$ cat config.mk
export PLATFORM = sky130hd
export DESIGN_NAME = tmr_seu_monitor
export DESIGN_NICKNAME = d
export VERILOG_FILES = /design/src/rtl/tmr_seu_monitor.sv
export SDC_FILE = /design/constraint.sdc
export NUM_CORES = 1
export LEC_CHECK = 0
export ABC_AREA = 1
export BUFFER_PORTS_ARGS = -buffer_cell sky130_fd_sc_hd__buf_2
export CORE_MARGIN = 8
export CORE_UTILIZATION = 55
export DETAILED_ROUTE_END_ITERATION = 16
export PLACE_DENSITY = 0.78
export SLEW_MARGIN = 20
export SYNTH_ARGS = -nofsm -noshare
export SYNTH_HDL_FRONTEND = slang
export SYNTH_SLANG_ARGS = --single-unit
$ cat constraint.sdc
create_clock -name clkA -period 2.16 [get_ports clkA]
set_input_delay 0.324 -clock clkA [delete_from_list [all_inputs] [get_ports clkA]]
set_output_delay 0.324 -clock clkA [all_outputs]
set_load 0.02 [all_outputs]
$ cat src/rtl/tmr_seu_monitor.sv
// Majority voter for triplicated registers with per-lane disagreement tracking,
// sticky persistent-fault flags, a saturating error counter and a clear handshake.
module tmr_seu_monitor #(
    parameter int unsigned WIDTH     = 8,
    parameter int unsigned CNT_WIDTH = 16,
    parameter int unsigned PERSIST   = 4
) (
    input  logic                 clkA,
    input  logic                 rstA,
    input  logic [WIDTH-1:0]     inA,
    input  logic [WIDTH-1:0]     inB,
    input  logic [WIDTH-1:0]     inC,
    output logic [WIDTH-1:0]     voted,
    output logic                 err_pulse,
    output logic                 multi_err,
    output logic [1:0]           lane_id,
    output logic [2:0]           lane_fault,
    output logic [CNT_WIDTH-1:0] err_cnt,
    input  logic                 clr_req,
    output logic                 clr_ack
);

    localparam int unsigned          RUN_W     = 4;
    localparam logic [RUN_W-1:0]     PERSIST_V = RUN_W'(PERSIST);
    localparam logic [CNT_WIDTH-1:0] CNT_MAX   = '1;

    typedef enum logic {IDLE, ACK} clr_state_t;

    clr_state_t state, state_nxt;
    logic       clr_fire_c;

    logic [WIDTH-1:0]            maj_c;
    logic [2:0]                  dis_c;
    logic                        err_c;
    logic                        multi_c;
    logic                        single_c;
    logic [1:0]                  id_c;
    logic [2:0][RUN_W-1:0]       run_q;
    logic [2:0][RUN_W-1:0]       run_nxt_c;
    logic [2:0]                  fault_set_c;

    // Vote and per-lane disagreement against the combinational majority
    assign maj_c    = (inA & inB) | (inA & inC) | (inB & inC);
    assign dis_c    = {|(inC ^ maj_c), |(inB ^ maj_c), |(inA ^ maj_c)};
    assign err_c    = |dis_c;
    assign multi_c  = (dis_c[0] & dis_c[1]) | (dis_c[0] & dis_c[2]) | (dis_c[1] & dis_c[2]);
    assign single_c = err_c & ~multi_c;

    always_comb begin
        id_c = 2'd0;
        if (dis_c[0])      id_c = 2'd1;
        else if (dis_c[1]) id_c = 2'd2;
        else if (dis_c[2]) id_c = 2'd3;
    end

    // Run counters saturate at PERSIST; reaching it flags the lane
    always_comb begin
        run_nxt_c   = '0;
        fault_set_c = '0;
        for (int i = 0; i < 3; i++) begin
            if (!dis_c[i])
                run_nxt_c[i] = '0;
            else if (run_q[i] == PERSIST_V)
                run_nxt_c[i] = run_q[i];
            else
                run_nxt_c[i] = run_q[i] + RUN_W'(1);
            fault_set_c[i] = dis_c[i] && (run_nxt_c[i] == PERSIST_V);
        end
    end

    always_ff @(posedge clkA or posedge rstA) begin
        if (rstA) state <= IDLE;
        else      state <= state_nxt;
    end

    always_comb begin
        state_nxt  = state;
        clr_fire_c = 1'b0;
        case (state)
            IDLE: if (clr_req) begin
                state_nxt  = ACK;
                clr_fire_c = 1'b1;
            end
            ACK:  if (!clr_req) state_nxt = IDLE;
            default: state_nxt = IDLE;
        endcase
    end

    always_ff @(posedge clkA or posedge rstA) begin
        if (rstA) begin
            voted     <= '0;
            err_pulse <= 1'b0;
            multi_err <= 1'b0;
            clr_ack   <= 1'b0;
        end else begin
            voted     <= maj_c;
            err_pulse <= err_c;
            multi_err <= multi_c;
            clr_ack   <= (state_nxt == ACK);
        end
    end

    // Statistics; a clear takes priority over the sample it coincides with
    always_ff @(posedge clkA or posedge rstA) begin
        if (rstA) begin
            err_cnt    <= '0;
            lane_id    <= 2'd0;
            lane_fault <= 3'b000;
            run_q      <= '0;
        end else if (clr_fire_c) begin
            err_cnt    <= '0;
            lane_id    <= 2'd0;
            lane_fault <= 3'b000;
            run_q      <= '0;
        end else begin
            run_q      <= run_nxt_c;
            lane_fault <= lane_fault | fault_set_c;
            if (err_c && (err_cnt != CNT_MAX))
                err_cnt <= err_cnt + CNT_WIDTH'(1);
            if (single_c)
                lane_id <= id_c;
        end
    end

endmodule

### Yosys cells after proc, flatten, opt, wreduce, memory -nomap -nowiden

Index checks and enable logic that the tools add are counted.

* register bits after elaboration: 44
* input port bits: 27
* output and inout port bits: 32
* logic and storage cells: 64

* reduce and logical (&&, ||, !) cells: 10
* mux-type cells: 17
* add/subtract/negate cells: 4
* bitwise gates (word level): 16
* equal/unequal tests: 7

Operators by type and width (number)
* $mux W16: 2
* $and A8 B8 Y8: 3
* $eq A4 B3 Y1 const B: 6
* $mux W4: 6
* $reduce_or A24 Y1: 1
* $reduce_or A8 Y1: 3
* $xor A8 B8 Y8: 3
* $add A16 B1 Y16 const B: 1
* $ne A16 B16 Y1 const B: 1
* $or A8 B8 Y8: 2
* $add A4 B1 Y4 const B: 3
* $mux W12: 1
* $mux W2: 5
* $and A1 B1 Y1: 4
* $logic_and A1 B1 Y1: 4
* $reduce_bool A2 Y1: 2
* $mux W3: 1
* $or A3 B3 Y3: 1
* $mux W1: 2
* $or A1 B1 Y1: 2
* $not A1 Y1: 1

### Logic depth before layout (Yosys ltp)

* depth in word-level cells: 12
* depth in mapped cells: 13
* gate-level depth less buffers: 13

### Worst setup path before layout

OpenSTA, ideal clock, no wires.

* path type: reg-to-reg
* start: register err_cnt[0]
* end: register err_cnt[2]
* path slack: 295 ps
* buffers on the path: 1
* data arrival time: 1748 ps
* period minus slack after synthesis: 1865 ps
* required time: 2043 ps
* cell stages (with the launch flop): 12
* library setup time: 117 ps
* path through: dfrtp_1 > ha_1 > nand2_1 > nor3_2 > nand2_1 > nor2_1 > nand4_2 > nand2_4 > nand2_4 > buf_6 > nand2_1 > nand2_1

* longest elaborated chain between the ends: 3
* elaborated cells between the ends (all ways): 6
* classes of those cells: 1 x add/sub; 1 x eq/ne; 2 x mux; 2 x reduce/logical

Ends and longest elaborated chain
* start, declared: RTL line 18 `output logic [CNT_WIDTH-1:0] err_cnt,`
* start signal, assigned: RTL line 119 `err_cnt <= err_cnt + CNT_WIDTH'(1);`
* $add A16 B1 Y16 or $ne A16 B16 Y1 (tied branches): RTL line 119, 118
* $mux W16 or $logic_and A1 B1 Y1 (tied branches): RTL line 118 `if (err_c && (err_cnt != CNT_MAX))`
* $mux W16 or $reduce_bool A2 Y1 (tied branches)

Several ways; a longest one is shown, not always the timed one. The select of a mux whose other input is x is not followed.
A chain may end at the register's enable or synchronous reset.

### Worst setup path in the final report

* start: register err_cnt[0]
* end: register err_cnt[14]

The elaborated chain is that of the path after synthesis.

==> flow_summary.html <==
<table>
<tr><th>Metric</th><th>Value</th></tr>
<tr><th colspan="2">Outcome</th></tr>
<tr><td>Result of the run</td><td>completed</td></tr>
<tr><th colspan="2">Die</th></tr>
<tr><td>Floorplan die width</td><td>88.5 um</td></tr>
<tr><td>Vertical extent of the die</td><td>88.5 um</td></tr>
<tr><td>Starting density of the core</td><td>56.9%</td></tr>
<tr><td>Num rows</td><td>26</td></tr>
<tr><td>Top Ports</td><td>59</td></tr>
<tr><td>Die area</td><td>7830 sq um</td></tr>
<tr><td>Core Region</td><td>5070 sq um</td></tr>
<tr><th colspan="2">Place</th></tr>
<tr><td>Port Buf Inserts</td><td>58</td></tr>
<tr><td>Gpl congestion</td><td>0.868</td></tr>
<tr><td>Worst setup timing slack at the placement stage</td><td>202 ps</td></tr>
<tr><td>Final HPWL DP</td><td>5.25 mm</td></tr>
<tr><td>Placed Instance Area</td><td>3280 sq um</td></tr>
<tr><th colspan="2">Worst setup path</th></tr>
<tr><td>Crit path kind</td><td>reg -&gt; reg</td></tr>
<tr><td>CP startpoint kind</td><td>flip-flop</td></tr>
<tr><td>Maximum fanout along the worst path</td><td>13</td></tr>
<tr><td>Reg-to-reg endpoint</td><td>err_cnt[14]</td></tr>
<tr><td>Worst reg-to-reg path cell count</td><td>10</td></tr>
<tr><td>Slack of the worst reg-to-reg path</td><td>250 ps</td></tr>
<tr><td>Required time at the worst-slack endpoint</td><td>2350 ps</td></tr>
<tr><td>Arrival time of data at the critical path endpoint</td><td>2100 ps</td></tr>
<tr><td>Launch instance of the worst register-to-register path</td><td>err_cnt[0]</td></tr>
<tr><td>Endpoint kind of the worst setup timing path</td><td>flip-flop</td></tr>
<tr><th colspan="2">Clock tree</th></tr>
<tr><td>Root buffer cell</td><td>sky130_fd_sc_hd__clkbuf_8</td></tr>
<tr><td>Maximum clock path buffer count</td><td>2</td></tr>
<tr><td>Clock sink total</td><td>44</td></tr>
<tr><td>Count of hold buffers inserted by post-cts repair</td><td>0</td></tr>
<tr><td>CTS H-tree lvls</td><td>2</td></tr>
<tr><td>Insertion delay to the later sink of the worst-skew pair</td><td>290 ps</td></tr>
<tr><td>Number of gates resized after CTS</td><td>0</td></tr>
<tr><td>CTS buffer count</td><td>5</td></tr>
<tr><td>Clock edge transition at the registers on the reported setup and hold paths</td><td>80 ps</td></tr>
<tr><td>Setup fix buffers added after clock tree synthesis</td><td>0</td></tr>
<tr><td>Clock tree from TritonCTS</td><td>built</td></tr>
<tr><th colspan="2">Timing</th></tr>
<tr><td>Final hold violation count</td><td>0</td></tr>
<tr><td>Finish-stage setup viols</td><td>0</td></tr>
<tr><td>Worst hold-check slack</td><td>31.4 ps</td></tr>
<tr><td>Worst-Margin Slew</td><td>463 ps</td></tr>
<tr><td>Headroom to the max-slew limit</td><td>69.1%</td></tr>
<tr><td>Min Tclk post-route</td><td>1910 ps</td></tr>
<tr><td>RSZ-0062 raised after global routing</td><td>no</td></tr>
<tr><td>Final max-slew violation count</td><td>0</td></tr>
<tr><td>Clock skew after layout</td><td>8.06 ps</td></tr>
<tr><td>Final period util</td><td>88.3%</td></tr>
<tr><td>Final critical-path setup slack</td><td>252 ps</td></tr>
<tr><td>Maximum clock frequency</td><td>524 MHz</td></tr>
<tr><td>Setup TNS Final</td><td>0 ps</td></tr>
<tr><th colspan="2">Layout</th></tr>
<tr><td>Share of layout cells above drive strength 1</td><td>20.0%</td></tr>
<tr><td>Layout filler cell count</td><td>461</td></tr>
<tr><td>Final layout net count</td><td>513</td></tr>
<tr><td>Antenna Cells</td><td>0</td></tr>
<tr><td>Post-route design area</td><td>3400 sq um</td></tr>
<tr><td>Sequential standard cell area</td><td>1100 sq um</td></tr>
<tr><td>Total area of multi-input combinational cells</td><td>1550 sq um</td></tr>
<tr><td>Area growth from synthesis to layout</td><td>17.8%</td></tr>
<tr><th colspan="2">Worst hold path</th></tr>
<tr><td>Type of the tightest min-delay check</td><td>in -&gt; async</td></tr>
<tr><th colspan="2">Power and ir drop</th></tr>
<tr><td>Pwr Density</td><td>768 nW/um^2</td></tr>
<tr><td>Overall power</td><td>2.61 mW</td></tr>
<tr><td>Pleak</td><td>1.85 nW</td></tr>
<tr><td>Peak supply drop</td><td>0.349 mV</td></tr>
<tr><th colspan="2">Synth</th></tr>
<tr><td>Largest area contributor in the netlist</td><td>sky130_fd_sc_hd__dfrtp_1</td></tr>
<tr><td>Share of the synthesized area in the top cell type</td><td>38.1%</td></tr>
<tr><td>Post-synth top cells</td><td>96 x sky130_fd_sc_hd__nand2_1, 59 x sky130_fd_sc_hd__nand3_1, 53 x sky130_fd_sc_hd__nor2_1</td></tr>
<tr><td>Mean post-synth cell area</td><td>7.03 sq um</td></tr>
<tr><td>Number of distinct standard cells referenced by the synthesized netlist</td><td>31</td></tr>
<tr><td>Synthesized Nets</td><td>445</td></tr>
<tr><td>Largest cells by area after synthesis</td><td>sky130_fd_sc_hd__dfrtp_1 38%, sky130_fd_sc_hd__nand2_1 12%, sky130_fd_sc_hd__nand3_1 10%</td></tr>
<tr><td>Seq/Total Area, Yosys</td><td>38.1%</td></tr>
<tr><td>Number of register bits inferred by synthesis</td><td>44</td></tr>
<tr><td>Most numerous cell in the Yosys netlist</td><td>sky130_fd_sc_hd__nand2_1</td></tr>
<tr><td>Yosys warning count</td><td>0</td></tr>
<tr><td>Summed instance area of the synthesized netlist</td><td>2890 sq um</td></tr>
<tr><td>Post-synthesis instance total</td><td>411</td></tr>
<tr><td>Commonest register cell after synthesis</td><td>sky130_fd_sc_hd__dfrtp_1</td></tr>
<tr><td>Async S/R FF share, synth</td><td>100%</td></tr>
<tr><td>Number of enable-type register cells in the synthesized netlist</td><td>0</td></tr>
<tr><th colspan="2">Global route</th></tr>
<tr><td>First-pass GRT wire length</td><td>12.1 mm</td></tr>
<tr><td>Pin count of the biggest net entering global routing</td><td>28</td></tr>
<tr><td>Antenna violations before repair</td><td>0</td></tr>
<tr><td>Number of global-route vias before repair</td><td>2840</td></tr>
<tr><td>Leftover overflow at the end of global routing</td><td>0</td></tr>
<tr><td>Global routing usage summed across all routing layers</td><td>18.9%</td></tr>
<tr><th colspan="2">Detailed routing</th></tr>
<tr><td>Routed via count</td><td>2914</td></tr>
<tr><td>WL/cell</td><td>12.9 um</td></tr>
<tr><td>DRC marker count from the first detailed-route iteration</td><td>136</td></tr>
<tr><td>First drt pass iteration count</td><td>4</td></tr>
<tr><td>Detailed-route wire length</td><td>7.07 mm</td></tr>
<tr><td>DRC violation count after routing</td><td>0</td></tr>
<tr><td>Via density per instance</td><td>5.30</td></tr>
<tr><td>ANT nets after route</td><td>0</td></tr>
<tr><th colspan="2">Flow run</th></tr>
<tr><td>Total of max-cap violations</td><td>0</td></tr>
</table>
## metal layers
metal | global-route usage (%) | up-vias | wire length [um]
met2 | 33.0 | 97 | 3380
met3 | 4.18 | 10 | 464
met4 | 6.45 | 0 | 109
met1 | 22.3 | 1345 | 3110
li1 | - | 1462 | -
met5 | 0 | - | 0
## worst max-delay path by stage
stage	end	from
after detailed placement	err_cnt[14]	err_cnt[0]
after CTS	err_cnt[14]	err_cnt[0]
final	err_cnt[14]	err_cnt[0]
after floorplan	err_cnt[2]	err_cnt[0]
after global placement	err_cnt[2]	err_cnt[0]
after global routing	err_cnt[4]	err_cnt[0]
## flip-flops by register name, summed over array words and instances (netlist names)
signal	flops
err_cnt	16
run_q	12
voted	8
lane_fault	3
lane_id	2
clr_ack	1
err_pulse	1
multi_err	1
## area by class of cell
cell class              count  share of cell area, %
clock buffers               6                   2.43
clock inverters             2                  0.294
inverters                  54                   5.96
multi-input cells         307                   45.5
flip-flops and latches     44                   32.4
well taps                  70                   2.58
repair buffers             67                   10.9
## worst max-delay path, cell delays in order, from the launching register on
cell and delay [ps]:
sky130_fd_sc_hd__dfrtp_1 450, sky130_fd_sc_hd__ha_1 230, sky130_fd_sc_hd__nand2_1 100, sky130_fd_sc_hd__nor3_2 220, sky130_fd_sc_hd__nand2_1 80, sky130_fd_sc_hd__nor2_1 110, sky130_fd_sc_hd__nand4_2 170, sky130_fd_sc_hd__nand2_4 170
sky130_fd_sc_hd__nand2_4 130, sky130_fd_sc_hd__nand2_1 100, sky130_fd_sc_hd__nand2_1 50
## power breakdown
group | internal, mW | switching, mW
clock network | 0.256 | 0.281
logic | 0.365 | 0.579
registers | 0.984 | 0.146
total | 1.60 | 1.01
## per-stage QoR
| stage | instances | utilization [%] |
|---|---|---|
| 3_5_place_dp | 538 | 64.6 |
| 5_1_grt | 550 | 67.0 |
| 6_report | 550 | 67.0 |
| 4_1_cts | 546 | 66.4 |
| 2_1_floorplan | 411 | - |
| 3_3_place_gp | 538 | 64.6 |
## layout by cell type (no fill, tap or decap), types with 7 or more instances in the layout
cell type / instances
sky130_fd_sc_hd__inv_2: 8
sky130_fd_sc_hd__nand3_1: 59
sky130_fd_sc_hd__buf_2: 58
sky130_fd_sc_hd__ha_1: 7
sky130_fd_sc_hd__nand4_1: 10
sky130_fd_sc_hd__nor3_1: 7
sky130_fd_sc_hd__nor2_1: 53
sky130_fd_sc_hd__dfrtp_1: 44
sky130_fd_sc_hd__buf_4: 8
sky130_fd_sc_hd__a21oi_1: 22
sky130_fd_sc_hd__nand2_1: 96
sky130_fd_sc_hd__xor2_1: 14
sky130_fd_sc_hd__inv_1: 45
sky130_fd_sc_hd__o21ai_0: 17
## kinds of logic after synthesis
logic type | Yosys count | synth area share [%]
AO/OA/AOI/OAI | 45 | 8.28
XOR/XNOR | 15 | 4.55
AND/OR/NAND/NOR | 240 | 37.7
flip-flops | 44 | 38.1
buffers and inverters | 60 | 8.32
adder cells (fa/ha/maj) | 7 | 3.03
Power figures use the tool's default switching activity.
